## src/rtl/uart_pkg.sv

```systemverilog
// Shared definitions for the UART CSR block: register map, STATUS/IE bit
// positions, RX FIFO entry format and reset values.
package uart_pkg;

    // Register selected by ip_addr[4:2]; offset = index * 4.
    typedef enum logic [2:0] {
        REG_TX_DATA   = 3'd0,
        REG_RX_DATA   = 3'd1,
        REG_BAUD      = 3'd2,
        REG_CTRL      = 3'd3,
        REG_STATUS    = 3'd4,
        REG_IE        = 3'd5,
        REG_RX_THRESH = 3'd6,
        REG_NONE      = 3'd7
    } reg_sel_e;

    localparam logic [4:0] OFF_TX_DATA   = 5'h00;
    localparam logic [4:0] OFF_RX_DATA   = 5'h04;
    localparam logic [4:0] OFF_BAUD      = 5'h08;
    localparam logic [4:0] OFF_CTRL      = 5'h0C;
    localparam logic [4:0] OFF_STATUS    = 5'h10;
    localparam logic [4:0] OFF_IE        = 5'h14;
    localparam logic [4:0] OFF_RX_THRESH = 5'h18;

    localparam int ST_TX_READY     = 0;
    localparam int ST_RX_NOT_EMPTY = 1;
    localparam int ST_RX_FULL      = 2;
    localparam int ST_PARITY_ERR   = 3;
    localparam int ST_OVERFLOW     = 4;
    localparam int ST_UNDERRUN     = 5;
    localparam int ST_TX_OVR       = 6;
    localparam int ST_LEVEL_LSB    = 8;

    localparam int IRQ_SRC_W  = 7;
    localparam int RX_ENTRY_W = 10;

    // Sticky flags in STATUS[6:3] order (MSB = tx_ovr).
    typedef struct packed {
        logic tx_ovr;
        logic underrun;
        logic overflow;
        logic parity_err;
    } sticky_t;

    localparam logic [3:0]           CTRL_RESET   = 4'h0;
    localparam logic [IRQ_SRC_W-1:0] IE_RESET     = '0;
    localparam logic [7:0]           THRESH_RESET = 8'h00;
    localparam sticky_t              STICKY_RESET = '0;

endpackage

```

## src/rtl/uart_rx_fifo.sv

```systemverilog
// Receive character FIFO: DEPTH entries of {parity_err, data[8:0]}, with
// extra-bit pointers so level spans 0..DEPTH without ambiguity.
module uart_rx_fifo
    import uart_pkg::*;
#(
    parameter int DEPTH = 8,
    localparam int AW    = $clog2(DEPTH),
    localparam int LVL_W = AW + 1
) (
    input  logic                  ACLK,
    input  logic                  ARESET,
    input  logic                  push,
    input  logic [RX_ENTRY_W-1:0] push_data,
    input  logic                  pop,
    output logic [RX_ENTRY_W-1:0] rd_data,
    output logic                  full,
    output logic                  empty,
    output logic [LVL_W-1:0]      level
);

    logic [RX_ENTRY_W-1:0] mem [DEPTH];
    logic [LVL_W-1:0]      wr_ptr;
    logic [LVL_W-1:0]      rd_ptr;
    logic                  push_en;
    logic                  pop_en;

    assign level   = wr_ptr - rd_ptr;
    assign full    = (level == LVL_W'(DEPTH));
    assign empty   = (level == '0);
    assign pop_en  = pop && !empty;
    // A pop frees a slot in the same cycle, so a push into a full FIFO is
    // accepted when it coincides with a pop.
    assign push_en = push && (!full || pop_en);
    assign rd_data = mem[rd_ptr[AW-1:0]];

    always_ff @(posedge ACLK) begin
        if (ARESET) begin
            wr_ptr <= '0;
            rd_ptr <= '0;
        end else begin
            if (push_en) wr_ptr <= wr_ptr + LVL_W'(1);
            if (pop_en)  rd_ptr <= rd_ptr + LVL_W'(1);
        end
    end

    always_ff @(posedge ACLK) begin
        if (push_en) mem[wr_ptr[AW-1:0]] <= push_data;
    end

endmodule

```

## src/rtl/uart_csr_fifo.sv

```systemverilog
// UART control/status register block: CSR decode, TX push, RX FIFO with
// sticky error flags and a registered level interrupt.
module uart_csr_fifo
    import uart_pkg::*;
#(
    parameter int RX_DEPTH = 8,
    parameter int BAUD_W   = 16,
    parameter int DATA_W   = 32
) (
    input  logic              ACLK,
    input  logic              ARESET,
    input  logic [4:0]        ip_addr,
    input  logic [DATA_W-1:0] ip_write_data,
    input  logic [3:0]        ip_byte_strobe,
    input  logic              valid_reg_write,
    input  logic              valid_reg_read,
    output logic [DATA_W-1:0] ip_read_data,
    output logic              ip_read_data_valid,
    output logic              tx_data_reg_wr,
    output logic [8:0]        tx_data,
    input  logic              tx_ready,
    input  logic              rx_valid,
    input  logic [8:0]        rx_data,
    input  logic              rx_parity_err,
    output logic [BAUD_W-1:0] baud_val,
    output logic              data_bits,
    output logic              parity_en,
    output logic              parity_odd0_even1,
    output logic              rx_enable,
    output logic              irq
);

    localparam int LVL_W = $clog2(RX_DEPTH) + 1;

    reg_sel_e              sel;
    logic [BAUD_W-1:0]     baud_q;
    logic [3:0]            ctrl_q;
    logic [IRQ_SRC_W-1:0]  ie_q;
    logic [7:0]            thresh_q;
    sticky_t               sticky_q;
    logic [3:0]            sticky_set;
    logic [3:0]            sticky_clr;

    logic                  wr_tx;
    logic                  rd_rx;
    logic                  push_req;
    logic                  fifo_pop;
    logic                  fifo_full;
    logic                  fifo_empty;
    logic [RX_ENTRY_W-1:0] fifo_rd_data;
    logic [LVL_W-1:0]      fifo_level;
    logic [8:0]            level9;
    logic                  thresh_hit;
    logic [IRQ_SRC_W-1:0]  irq_src;
    logic [DATA_W-1:0]     status_word;
    logic [DATA_W-1:0]     rd_mux;
    logic                  unused_inputs;

    assign sel   = reg_sel_e'(ip_addr[4:2]);
    assign wr_tx = valid_reg_write && (sel == REG_TX_DATA) && ip_byte_strobe[0];
    assign rd_rx = valid_reg_read && (sel == REG_RX_DATA);

    // TX push is a valid/ready transfer: tx_data_reg_wr is only raised when
    // tx_ready is already high, so every pulse is a completed transfer; a
    // write while tx_ready is low is dropped and recorded as tx_ovr.
    assign tx_data_reg_wr = wr_tx && tx_ready && !ARESET;
    assign tx_data        = ip_write_data[8:0];

    assign push_req = rx_valid && rx_enable;
    assign fifo_pop = rd_rx && !fifo_empty;

    uart_rx_fifo #(.DEPTH(RX_DEPTH)) u_rx_fifo (
        .ACLK      (ACLK),
        .ARESET    (ARESET),
        .push      (push_req),
        .push_data ({rx_parity_err, rx_data}),
        .pop       (fifo_pop),
        .rd_data   (fifo_rd_data),
        .full      (fifo_full),
        .empty     (fifo_empty),
        .level     (fifo_level)
    );

    assign sticky_set = {
        wr_tx && !tx_ready,
        rd_rx && fifo_empty,
        push_req && fifo_full && !fifo_pop,
        push_req && (!fifo_full || fifo_pop) && rx_parity_err
    };
    assign sticky_clr = (valid_reg_write && (sel == REG_STATUS) && ip_byte_strobe[0])
                        ? ip_write_data[6:3] : 4'h0;

    always_ff @(posedge ACLK) begin
        if (ARESET) begin
            baud_q   <= '0;
            ctrl_q   <= CTRL_RESET;
            ie_q     <= IE_RESET;
            thresh_q <= THRESH_RESET;
            sticky_q <= STICKY_RESET;
        end else begin
            if (valid_reg_write) begin
                case (sel)
                    REG_BAUD: begin
                        if (ip_byte_strobe[0]) baud_q[7:0]        <= ip_write_data[7:0];
                        if (ip_byte_strobe[1]) baud_q[BAUD_W-1:8] <= ip_write_data[BAUD_W-1:8];
                    end
                    REG_CTRL:      if (ip_byte_strobe[0]) ctrl_q   <= ip_write_data[3:0];
                    REG_IE:        if (ip_byte_strobe[0]) ie_q     <= ip_write_data[IRQ_SRC_W-1:0];
                    REG_RX_THRESH: if (ip_byte_strobe[0]) thresh_q <= ip_write_data[7:0];
                    default: ;
                endcase
            end
            // Set wins over a same-cycle clear.
            sticky_q <= (sticky_q & ~sticky_clr) | sticky_set;
        end
    end

    assign baud_val          = baud_q;
    assign data_bits         = ctrl_q[0];
    assign parity_en         = ctrl_q[1];
    assign parity_odd0_even1 = ctrl_q[2];
    assign rx_enable         = ctrl_q[3];

    // Level is reported in an 8-bit field; thresholds compare at full width.
    assign level9     = 9'(fifo_level);
    assign thresh_hit = (thresh_q != 8'h00) && (level9 >= {1'b0, thresh_q});
    assign irq_src    = {sticky_q, fifo_full, thresh_hit, tx_ready};

    always_comb begin
        status_word                  = '0;
        status_word[ST_TX_READY]     = tx_ready;
        status_word[ST_RX_NOT_EMPTY] = !fifo_empty;
        status_word[ST_RX_FULL]      = fifo_full;
        status_word[ST_TX_OVR:ST_PARITY_ERR] = sticky_q;
        status_word[ST_LEVEL_LSB +: 8]       = level9[7:0];
    end

    always_comb begin
        rd_mux = '0;
        case (sel)
            REG_RX_DATA:   rd_mux = fifo_empty ? '0 : DATA_W'(fifo_rd_data);
            REG_BAUD:      rd_mux = DATA_W'(baud_q);
            REG_CTRL:      rd_mux = DATA_W'(ctrl_q);
            REG_STATUS:    rd_mux = status_word;
            REG_IE:        rd_mux = DATA_W'(ie_q);
            REG_RX_THRESH: rd_mux = DATA_W'(thresh_q);
            default:       rd_mux = '0;
        endcase
    end

    always_ff @(posedge ACLK) begin
        if (ARESET) begin
            ip_read_data       <= '0;
            ip_read_data_valid <= 1'b0;
            irq                <= 1'b0;
        end else begin
            ip_read_data       <= valid_reg_read ? rd_mux : '0;
            ip_read_data_valid <= valid_reg_read;
            irq                <= |(irq_src & ie_q);
        end
    end

    assign unused_inputs = ^{ip_addr[1:0], ip_byte_strobe[3:2], ip_write_data[DATA_W-1:BAUD_W]};

endmodule

```

## config.mk

```make
export PLATFORM = sky130hd
export DESIGN_NAME = uart_csr_fifo
export DESIGN_NICKNAME = d
export VERILOG_FILES = /design/src/rtl/uart_pkg.sv /design/src/rtl/uart_rx_fifo.sv /design/src/rtl/uart_csr_fifo.sv
export SDC_FILE = /design/constraint.sdc
export NUM_CORES = 1
export LEC_CHECK = 0
export CORE_ASPECT_RATIO = 0.7
export CORE_MARGIN = 5
export CORE_UTILIZATION = 45
export DETAILED_ROUTE_END_ITERATION = 10
export GPL_TIMING_DRIVEN = 1
export PLACE_DENSITY = 0.77
export SKIP_CTS_REPAIR_TIMING = 1
export SKIP_LAST_GASP = 1
export SYNTH_ARGS = -nofsm -noshare
export SYNTH_HDL_FRONTEND = slang
export SYNTH_HIERARCHICAL = 1
export SYNTH_SLANG_ARGS = --single-unit
```

## constraint.sdc

```tcl
create_clock -name ACLK -period 4.53 [get_ports ACLK]
set_input_delay 0.453 -clock ACLK [delete_from_list [all_inputs] [get_ports ACLK]]
set_output_delay 0.453 -clock ACLK [all_outputs]
set_load 0.05 [all_outputs]
```

==> results of run 1 <==
layout by cell type, fill, tap and decap left out, types with 3 or more instances in the layout:
master and count:
nand2_1 9, conb_1 16, a221oi_1 5, and2_1 5, nor2b_1 7, mux2_2 18
a21o_1 3, a22oi_1 7, clkbuf_16 20, inv_4 3, o21ai_0 40, nor3_1 10
mux4_2 20, xnor2_1 3, nand2b_1 4, xor2_1 3, clkdlybuf4s50_1 83, nand3_1 39
inv_1 19, mux2i_1 3, and3_1 5, edfxtp_1 80, nor2_1 17, a21oi_1 44
nor3b_1 5, and3b_1 6, ha_1 9, dfxtp_1 68, a32o_1 3, nand4_1 3
buf_4 16
synth_stat cells, drive strengths merged (2+ instances only):
cell	count	area share
nand2b	5	0.0058
a211oi	3	0.0041
a32o	3	0.0045
and2	5	0.0047
nor4	4	0.0038
inv	19	0.011
or3b	2	0.0026
a21o	3	0.0034
nand3	39	0.029
nor2	17	0.0096
a32oi	2	0.0026
a22oi	7	0.0079
xor2	3	0.0040
a31oi	2	0.0019
a21oi	45	0.034
mux2i	3	0.0045
or3	2	0.0019
and3	5	0.0047
nand2	9	0.0051
buf	42	0.043
nor3b	6	0.0075
a221oi	6	0.0088
nor2b	7	0.0066
nand4	4	0.0060
o21ai	40	0.030
nor3	10	0.0075
clkbuf	20	0.012
o31ai	2	0.0030
nor4b	2	0.0049
mux4	20	0.068
ha	9	0.017
mux2	19	0.033
xnor2	3	0.0040
o211ai	2	0.0030
edfxtp	80	0.36
and3b	6	0.0079
dfxtp	68	0.20
o41ai	2	0.0026
final cells by class:
type | instances | area share
Clock buffer | 23 | 0.0639
Clock inverter | 9 | 0.0135
Inverter | 19 | 0.00871
Multi-Input combinational cell | 328 | 0.308
Sequential cell | 148 | 0.460
Tap cell | 195 | 0.0298
Timing Repair Buffer | 100 | 0.117
routing by layer:
metal,share of wire,global-route usage,wire length [um],vias to the layer above
li1,-,-,-,2163
met1,0.43,0.281,7410,2362
met2,0.45,0.292,7850,276
met3,0.10,0.0618,1820,34
met4,0.021,0.0700,359,0
met5,0,0,0,-
worst min-delay path by stage:
stage	start	to	slack, ns	depth (start not counted)
after floorplan	ie_q[2]$_SDFFE_PP0P_	ie_q[2]$_SDFFE_PP0P_	0.46	2
after global placement	baud_val[15]$_SDFFE_PP0P_	baud_val[15]$_SDFFE_PP0P_	0.47	2
after detailed placement	baud_val[13]$_SDFFE_PP0P_	baud_val[13]$_SDFFE_PP0P_	0.49	2
after CTS	ARESET	irq_src[6]$_SDFF_PP0_	0.46	3
after global routing	ARESET	irq_src[6]$_SDFF_PP0_	0.46	3
final	ARESET	irq_src[6]$_SDFF_PP0_	0.47	3
through the flow:
stage / area [um2] / power (uW)
floorplan: 6700 / 1590
global placement: 7550 / 1650
detailed placement: 7550 / 1650
CTS: 8190 / 3120
global route: 8190 / 3190
finish: 8190 / 3110
sequential cells by signal, indices dropped and copies added, names as in the netlist, 4 cells and up, named ones only:
| signal | count |
|---|---|
| baud_val | 16 |
| ctrl_q | 4 |
| ie_q | 7 |
| ip_read_data | 16 |
| irq_src | 4 |
| thresh_q | 8 |
| u_rx_fifo/mem | 80 |
| u_rx_fifo/rd_ptr | 4 |
| u_rx_fifo/wr_ptr | 4 |
power by group through the flow:
stage | combinational [uW] | sequential [uW] | clock, uW
2_1_floorplan | 124 | 1470 | 0
3_3_place_gp | 198 | 1450 | 0
3_5_place_dp | 201 | 1450 | 0
4_1_cts | 203 | 1420 | 1490
5_1_grt | 215 | 1420 | 1550
6_report | 206 | 1420 | 1480
logic make-up (layout without fill, tap and decap cells):
| family | count (synthesis) | count (layout) |
|---|---|---|
| DFF | 148 | 148 |
| and+or+nand+nor | 130 | 130 |
| AOI/OAI and AO/OA | 124 | 124 |
| buffers and inverters | 81 | 151 |
| muxes | 42 | 42 |
| adders and majority gates | 10 | 10 |
| xor gates and xnor gates | 6 | 6 |
| other | 1 | 16 |
critical path, cell delays in order (launching register included):
cell	delay (ns)
dfxtp_1	0.41
inv_1	0.18
ha_1	0.21
inv_1	0.07
fa_1	0.43
xor2_1	0.31
or3_1	0.30
nor2_1	0.12
nor4b_4	0.24
and2_1	0.26
o31ai_1	0.20
nor3_1	0.76
buf_4	0.30
==> summary.md, run 1 <==
| Metric | Value |
|---|---|
| Area of the multi-input gates | `2520 um2` |
| Synth Area in Simple Gates | `0.117` |
| WL/cell | `21.2 um` |
| Register-to-register setup slack | `0.45 ns` |
| Final Util | `0.561` |
| Slew Viols, Final | `0` |
| Library cells used by synthesis | `68` |
| Final hold viol count | `0` |
| Worst R2R Start | `u_rx_fifo/wr_ptr[0]$_SDFFE_PP0P_` |
| CP max FO | `8` |
| Worst-Skew Late Latency | `0.41 ns` |
| Total Wirelength | `17400 um` |
| Req. time, crit path | `4.65 ns` |
| Syn Area/Cell | `12.3 um2` |
| Mapped Cells | `542` |
| Mapped Area | `6650 um2` |
| Register area share after synthesis | `0.566` |
| Worst slew margin | `0.198` |
| Final cell count without fillers | `822` |
| CTS buffer count | `17` |
| Clock Skew | `0.00924 ns` |
| Post-route DRC | `0` |
| Crit path capture type | `flip-flop` |
| CP Class | `flip-flop to flip-flop` |
| Part of the power in combinational logic | `0.066` |
| Fraction of layout cells with a size suffix above 1 | `0.161` |
| Pwr/cell area | `380 nW/um2` |
| Die height | `112 um` |
| 1st-iter DRT viols | `555` |
| Worst vdd ir | `239 uV` |
| Final period utilization | `0.901` |
| Worst Tran Pin Value | `1.20 ns` |
| Post-Synth Adder-Cell Area | `0.0200` |
| CTS tree | `built` |
| Antenna violations before repair | `0` |
| Core box area | `14600 um2` |
| Vias per cell | `5.88` |
| Starting Density | `0.456` |
| Nets@finish | `681` |
| RSZ-0062 raised after global routing | `no` |
| Ys Warns | `6` |
| Complex-gate fraction of the synthesized area | `0.118` |
| LEAKAGE | `0.00280 uW` |
| Max-cap violations | `0` |
| Setup crit end | `u_rx_fifo/mem[3][3]$_DFFE_PP_` |
| Synth Register Bits | `148` |
| Finish-stage setup viols | `0` |
| EDFF count, synth | `80` |
| Row count | `37` |
| Sink Count | `148` |
| Fmax | `0.245 GHz` |
| Port Buffers | `84` |
| Psw | `697 uW` |
| Post-Synth XOR/XNOR Area | `0.00791` |
| GR Overflow Total | `0` |
| CTS Root Cell | `clkbuf_16` |
| # fillers | `1158` |
| Post-layout min period | `4.08 ns` |
| DIE AREA | `17300 um2` |
| Worst setup path start | `u_rx_fifo/wr_ptr[0]$_SDFFE_PP0P_` |
| Placed insts | `790` |
| Largest net degree at the start of global routing | `53` |
| Area delta synth->final | `23.1%` |
| Synth Flop Type | `edfxtp_1` |
| DP HPWL | `12300 um` |
| Sequential cell area | `3760 um2` |
| Sw frac | `0.224` |
| Critical path arrival | `4.20 ns` |
| Routed Antenna Nets | `0` |
| Vias | `4835` |
| First-pass GRT wire length | `26600 um` |
| Fin Hold WS | `0.473 ns` |
| Place WS | `0.595 ns` |
| Min-delay worst type | `primary input to flip-flop` |
| Ports | `121` |
| Routability congestion estimate | `0.960` |
| Reg2Reg Depth | `12` |
| Setup_tns | `0 ns` |
| Reg power frac | `0.458` |
| Final worst slack | `0.450 ns` |
| Multiplexer share of the synthesized area | `0.105` |
| Total GRT Usage | `0.199` |
| Status | `complete, no violations` |
| Number of diodes | `0` |
| Clock-pin slew on the worst setup and hold paths | `0.06 ns` |
| Largest family of logic cells by synthesized area | `compound AO/OA/AOI/OAI gates` |
| Die Wd | `155 um` |
| Max H-tree Level | `4` |
| Crit path launch type | `flip-flop` |
| Vias in the first global route | `4719` |
| Clock Power Share | `0.475` |
| Max clock buf depth | `2` |
| Internal power | `2410 uW` |
| Drt pass-1 iters | `5` |
| Async set-reset flop share out of synthesis | `0` |
| Reg-to-Reg End | `u_rx_fifo/mem[3][3]$_DFFE_PP_` |
Power figures use the tool's default switching activity.
==> run 2: changes to the inputs <==
--- a/config.mk
+++ b/config.mk
@@ -5,6 +5,7 @@
 export SDC_FILE = /design/constraint.sdc
 export NUM_CORES = 1
 export LEC_CHECK = 0
+export ABC_AREA = 1
 export CORE_ASPECT_RATIO = 0.7
 export CORE_MARGIN = 5
 export CORE_UTILIZATION = 45
==> run 2 against run 1 <==
Sequential share of layout area rose by 1.2 points. Synthesized cell count increased by 28%. Final area decreased by 2.6%. Hold slack lost 0.012 ns. Routed wire length down 9.2%. Count of clock-buffer cells in the layout fell by 4. Flip-flop and latch count is the same. Largest cell class unchanged.
==> summary.md, run 2 <==
| Metric | Value |
|---|---|
| Status | `complete, no violations (unchanged)` |
| DIE AREA | `17000 um2 (was 17300 um2)` |
| Setup_tns | `0 ns (unchanged)` |
| Post-layout min period | `4.00 ns (was 4.08 ns)` |
| Syn Area/Cell | `9.38 um2 (was 12.3 um2)` |
| RSZ-0062 raised after global routing | `no (unchanged)` |
| Min-delay worst type | `flip-flop to flip-flop (was primary input to flip-flop)` |
| Critical path arrival | `4.04 ns (was 4.20 ns)` |
| Reg-to-Reg End | `u_rx_fifo/mem[2][5]$_DFFE_PP_ (was u_rx_fifo/mem[3][3]$_DFFE_PP_)` |
| GR Overflow Total | `0 (unchanged)` |
| Clock Skew | `0.00841 ns (was 0.00924 ns)` |
| Drt pass-1 iters | `5 (unchanged)` |
| Total Wirelength | `15800 um (was 17400 um)` |
| DP HPWL | `11300 um (was 12300 um)` |
| Die Wd | `154 um (was 155 um)` |
| Synth top area share | `0.370 (was 0.361)` |
| Worst Path Buf+Inv | `6 (was 3)` |
| Final period utilization | `0.883 (was 0.901)` |
| Routed Antenna Nets | `0 (unchanged)` |
| Pwr/cell area | `380 nW/um2 (about the same)` |
| Ys Warns | `6 (unchanged)` |
| Synth area leader | `edfxtp_1 (unchanged)` |
| Synth top cells by count | `nor2_1 (146), nand2_1 (103), edfxtp_1 (80), dfxtp_1 (68), o21ai_0 (65) (was edfxtp_1 (80), dfxtp_1 (68), a21oi_1 (44), o21ai_0 (40), nand3_1 (39))` |
| CP Depth | `16 (was 12)` |
| Final cell count without fillers | `973 (was 822)` |
| Post-route cell area | `7970 um2 (was 8190 um2)` |
| First-pass GRT wire length | `25300 um (was 26600 um)` |
| CTS buffer count | `17 (unchanged)` |
| Most used cell, CP | `inv_1 (unchanged)` |
| Worst slew margin | `0.206 (was 0.198)` |
| Sw frac | `0.249 (was 0.224)` |
| Ports | `121 (unchanged)` |
| Max-cap violations | `0 (unchanged)` |
| Worst hold endpoint | `ip_read_data[12]$_SDFF_PP0_ (was irq_src[6]$_SDFF_PP0_)` |
| Reg power frac | `0.472 (was 0.458)` |
| Antenna violations before repair | `0 (unchanged)` |
| CP cell instances | `ha_1, inv_1, fa_1, xor2_1, nor2_2, nand3_2, inv_1, inv_1, nand4_1, inv_1, inv_1, nand3_2, nand2_2, inv_2, nand2_2, nor2_1 (was inv_1, ha_1, inv_1, fa_1, xor2_1, or3_1, nor2_1, nor4b_4, and2_1, o31ai_1, nor3_1, buf_4)` |
| Vias in the first global route | `4814 (was 4719)` |
| Mapped Cells | `692 (was 542)` |
| CP Class | `flip-flop to flip-flop (unchanged)` |
| Crit path capture type | `flip-flop (unchanged)` |
| Vias | `5086 (was 4835)` |
| Core box area | `14000 um2 (was 14600 um2)` |
| Psw | `755 uW (was 697 uW)` |
| WL/cell | `16.3 um (was 21.2 um)` |
| Req. time, crit path | `4.57 ns (was 4.65 ns)` |
| Hold path cells | `2 (was 3)` |
| Final hold viol count | `0 (unchanged)` |
| Multiplexer share of the synthesized area | `0 (was 0.105)` |
| Max clock buf depth | `2 (unchanged)` |
| Commonest non-fill, non-tap cells in the layout | `nor2_1 (146), nand2_1 (103), clkdlybuf4s50_1 (84) (was clkdlybuf4s50_1 (83), edfxtp_1 (80), dfxtp_1 (68))` |
| Complex-gate fraction of the synthesized area | `0.111 (was 0.118)` |
| LEAKAGE | `0.00298 uW (was 0.00280 uW)` |
| Worst-Skew Late Latency | `0.42 ns (was 0.41 ns)` |
| Finish-stage setup viols | `0 (unchanged)` |
| Slew Viols, Final | `0 (unchanged)` |
| Library cells used by synthesis | `33 (was 68)` |
| EDFF count, synth | `80 (unchanged)` |
| Hold Startpoint | `baud_val[12]$_SDFFE_PP0P_ (was ARESET)` |
| 1st-iter DRT viols | `546 (was 555)` |
| Port Buffers | `84 (unchanged)` |
| CTS Root Cell | `clkbuf_16 (unchanged)` |
| Top-count cell post-synth | `nor2_1 (was edfxtp_1)` |
| Synth Flop Type | `edfxtp_1 (unchanged)` |
| Synth Register Bits | `148 (unchanged)` |
| Fmax | `0.250 GHz (was 0.245 GHz)` |
| Post-Synth Adder-Cell Area | `0.0204 (was 0.0200)` |
| Die height | `110 um (was 112 um)` |
| Largest net degree at the start of global routing | `42 (was 53)` |
| Number of diodes | `0 (unchanged)` |
| Most common cell after layout, fill and taps aside | `nor2_1 (was clkdlybuf4s50_1)` |
| Crit path launch type | `flip-flop (unchanged)` |
| Register area share after synthesis | `0.580 (was 0.566)` |
| Worst path slowest cell | `nor2_1 (was nor3_1)` |
| Worst R2R Start | `u_rx_fifo/rd_ptr[0]$_SDFFE_PP0P_ (was u_rx_fifo/wr_ptr[0]$_SDFFE_PP0P_)` |
| Sink Count | `148 (unchanged)` |
| Clock-pin slew on the worst setup and hold paths | `0.07 ns (was 0.06 ns)` |
| Max reg flops | `80 (unchanged)` |
| Routability congestion estimate | `0.914 (was 0.960)` |
| Starting Density | `0.463 (was 0.456)` |
| Post-route DRC | `0 (unchanged)` |
| Clock Power Share | `0.465 (was 0.475)` |
| Mapped Area | `6490 um2 (was 6650 um2)` |
| Critical Path Max Stage Delay | `0.76 ns (about the same)` |
| Worst vdd ir | `268 uV (was 239 uV)` |
| Internal power | `2270 uW (was 2410 uW)` |
| Final Util | `0.569 (was 0.561)` |
| Register-to-register setup slack | `0.53 ns (was 0.45 ns)` |
| Part of the power in combinational logic | `0.063 (was 0.066)` |
| Delay-heaviest family, CP | `simple AND/OR/NAND/NOR gates (unchanged)` |
| Largest family of logic cells by synthesized area | `simple AND/OR/NAND/NOR gates (was compound AO/OA/AOI/OAI gates)` |
| CTS tree | `built (unchanged)` |
| Fraction of layout cells with a size suffix above 1 | `0.0907 (was 0.161)` |
| Final worst slack | `0.530 ns (was 0.450 ns)` |
| Synth Area in Simple Gates | `0.201 (was 0.117)` |
| CP max FO | `11 (was 8)` |
| Nets@finish | `837 (was 681)` |
| Row count | `36 (was 37)` |
| Area post-placement | `7370 um2 (was 7550 um2)` |
| Synth area leaders | `edfxtp_1 (37%), dfxtp_1 (21%), nor2_1 (8.4%) (was edfxtp_1 (36%), dfxtp_1 (20%), mux4_2 (6.8%))` |
| Vias per cell | `5.23 (was 5.88)` |
| Async set-reset flop share out of synthesis | `0 (unchanged)` |
| Total GRT Usage | `0.188 (was 0.199)` |
| Placed insts | `941 (was 790)` |
| Max H-tree Level | `4 (unchanged)` |
| Worst Tran Pin Value | `1.19 ns (was 1.20 ns)` |
| Reg2Reg Depth | `16 (was 12)` |
| Post-Synth XOR/XNOR Area | `0.00675 (was 0.00791)` |
| Place WS | `0.564 ns (was 0.595 ns)` |
| Area delta synth->final | `22.8% (was 23.1%)` |
run 2: how the worst max path moves through the flow:
stage	startpoint	end	slack (ns)
finish	u_rx_fifo/rd_ptr[0]$_SDFFE_PP0P_	u_rx_fifo/mem[2][5]$_DFFE_PP_	0.53
global route	u_rx_fifo/wr_ptr[0]$_SDFFE_PP0P_	u_rx_fifo/mem[2][5]$_DFFE_PP_	0.25
CTS	u_rx_fifo/wr_ptr[0]$_SDFFE_PP0P_	u_rx_fifo/mem[2][5]$_DFFE_PP_	0.55
detailed placement	u_rx_fifo/wr_ptr[0]$_SDFFE_PP0P_	u_rx_fifo/mem[2][2]$_DFFE_PP_	0.56
global placement	u_rx_fifo/wr_ptr[0]$_SDFFE_PP0P_	u_rx_fifo/mem[2][2]$_DFFE_PP_	0.70
floorplan	u_rx_fifo/wr_ptr[0]$_SDFFE_PP0P_	u_rx_fifo/mem[0][0]$_DFFE_PP_	1.49
run 2: worst register-to-register path, delay by kind of cell, from the launching register on:
kind          cells  cell delay (ns)
simple gates      7             1.50
buf+inv           6             0.73
flops             1             0.44
fa+ha+maj         2             0.62
xor+xnor          1             0.32
run 2: power groups by stage:
stage	combinational (uW)	clock, uW	sequential, uW
floorplan	114	0	1470
global placement	189	0	1460
detailed placement	190	0	1460
CTS	191	1430	1430
global route	204	1490	1430
finish	192	1410	1430
run 2: layout make-up:
type / instances / area, um2
well taps: 190 / 238
flip-flops and latches: 148 / 3760
clock inverters: 13 / 125
inverters: 49 / 189
fillers: 1203 / 6040
clock buffers: 19 / 475
multi-input cells: 460 / 2260
repair buffers: 94 / 916
run 2: logic make-up (layout without fill, tap and decap cells):
logic type,after synthesis,in the layout
compound gates,127,127
xor+xnor,5,5
fa+ha+maj,10,10
buf+inv,99,175
flops,148,148
other cells,1,16
simple gates,302,302
run 2: metrics by stage:
stage	hold WS (ns)	total power, uW
6_report	0.461	3030
3_5_place_dp	0.446	1650
4_1_cts	0.456	3050
3_3_place_gp	0.444	1650
5_1_grt	0.470	3130
2_1_floorplan	0.451	1590
run 2: layer usage:
metal | GRT usage | share of wire | vias to the layer above
met3 | 0.0622 | 0.097 | 16
met4 | 0.0553 | 0.011 | 0
met5 | 0 | 0 | -
met2 | 0.271 | 0.43 | 235
met1 | 0.269 | 0.46 | 2364
li1 | - | - | 2471
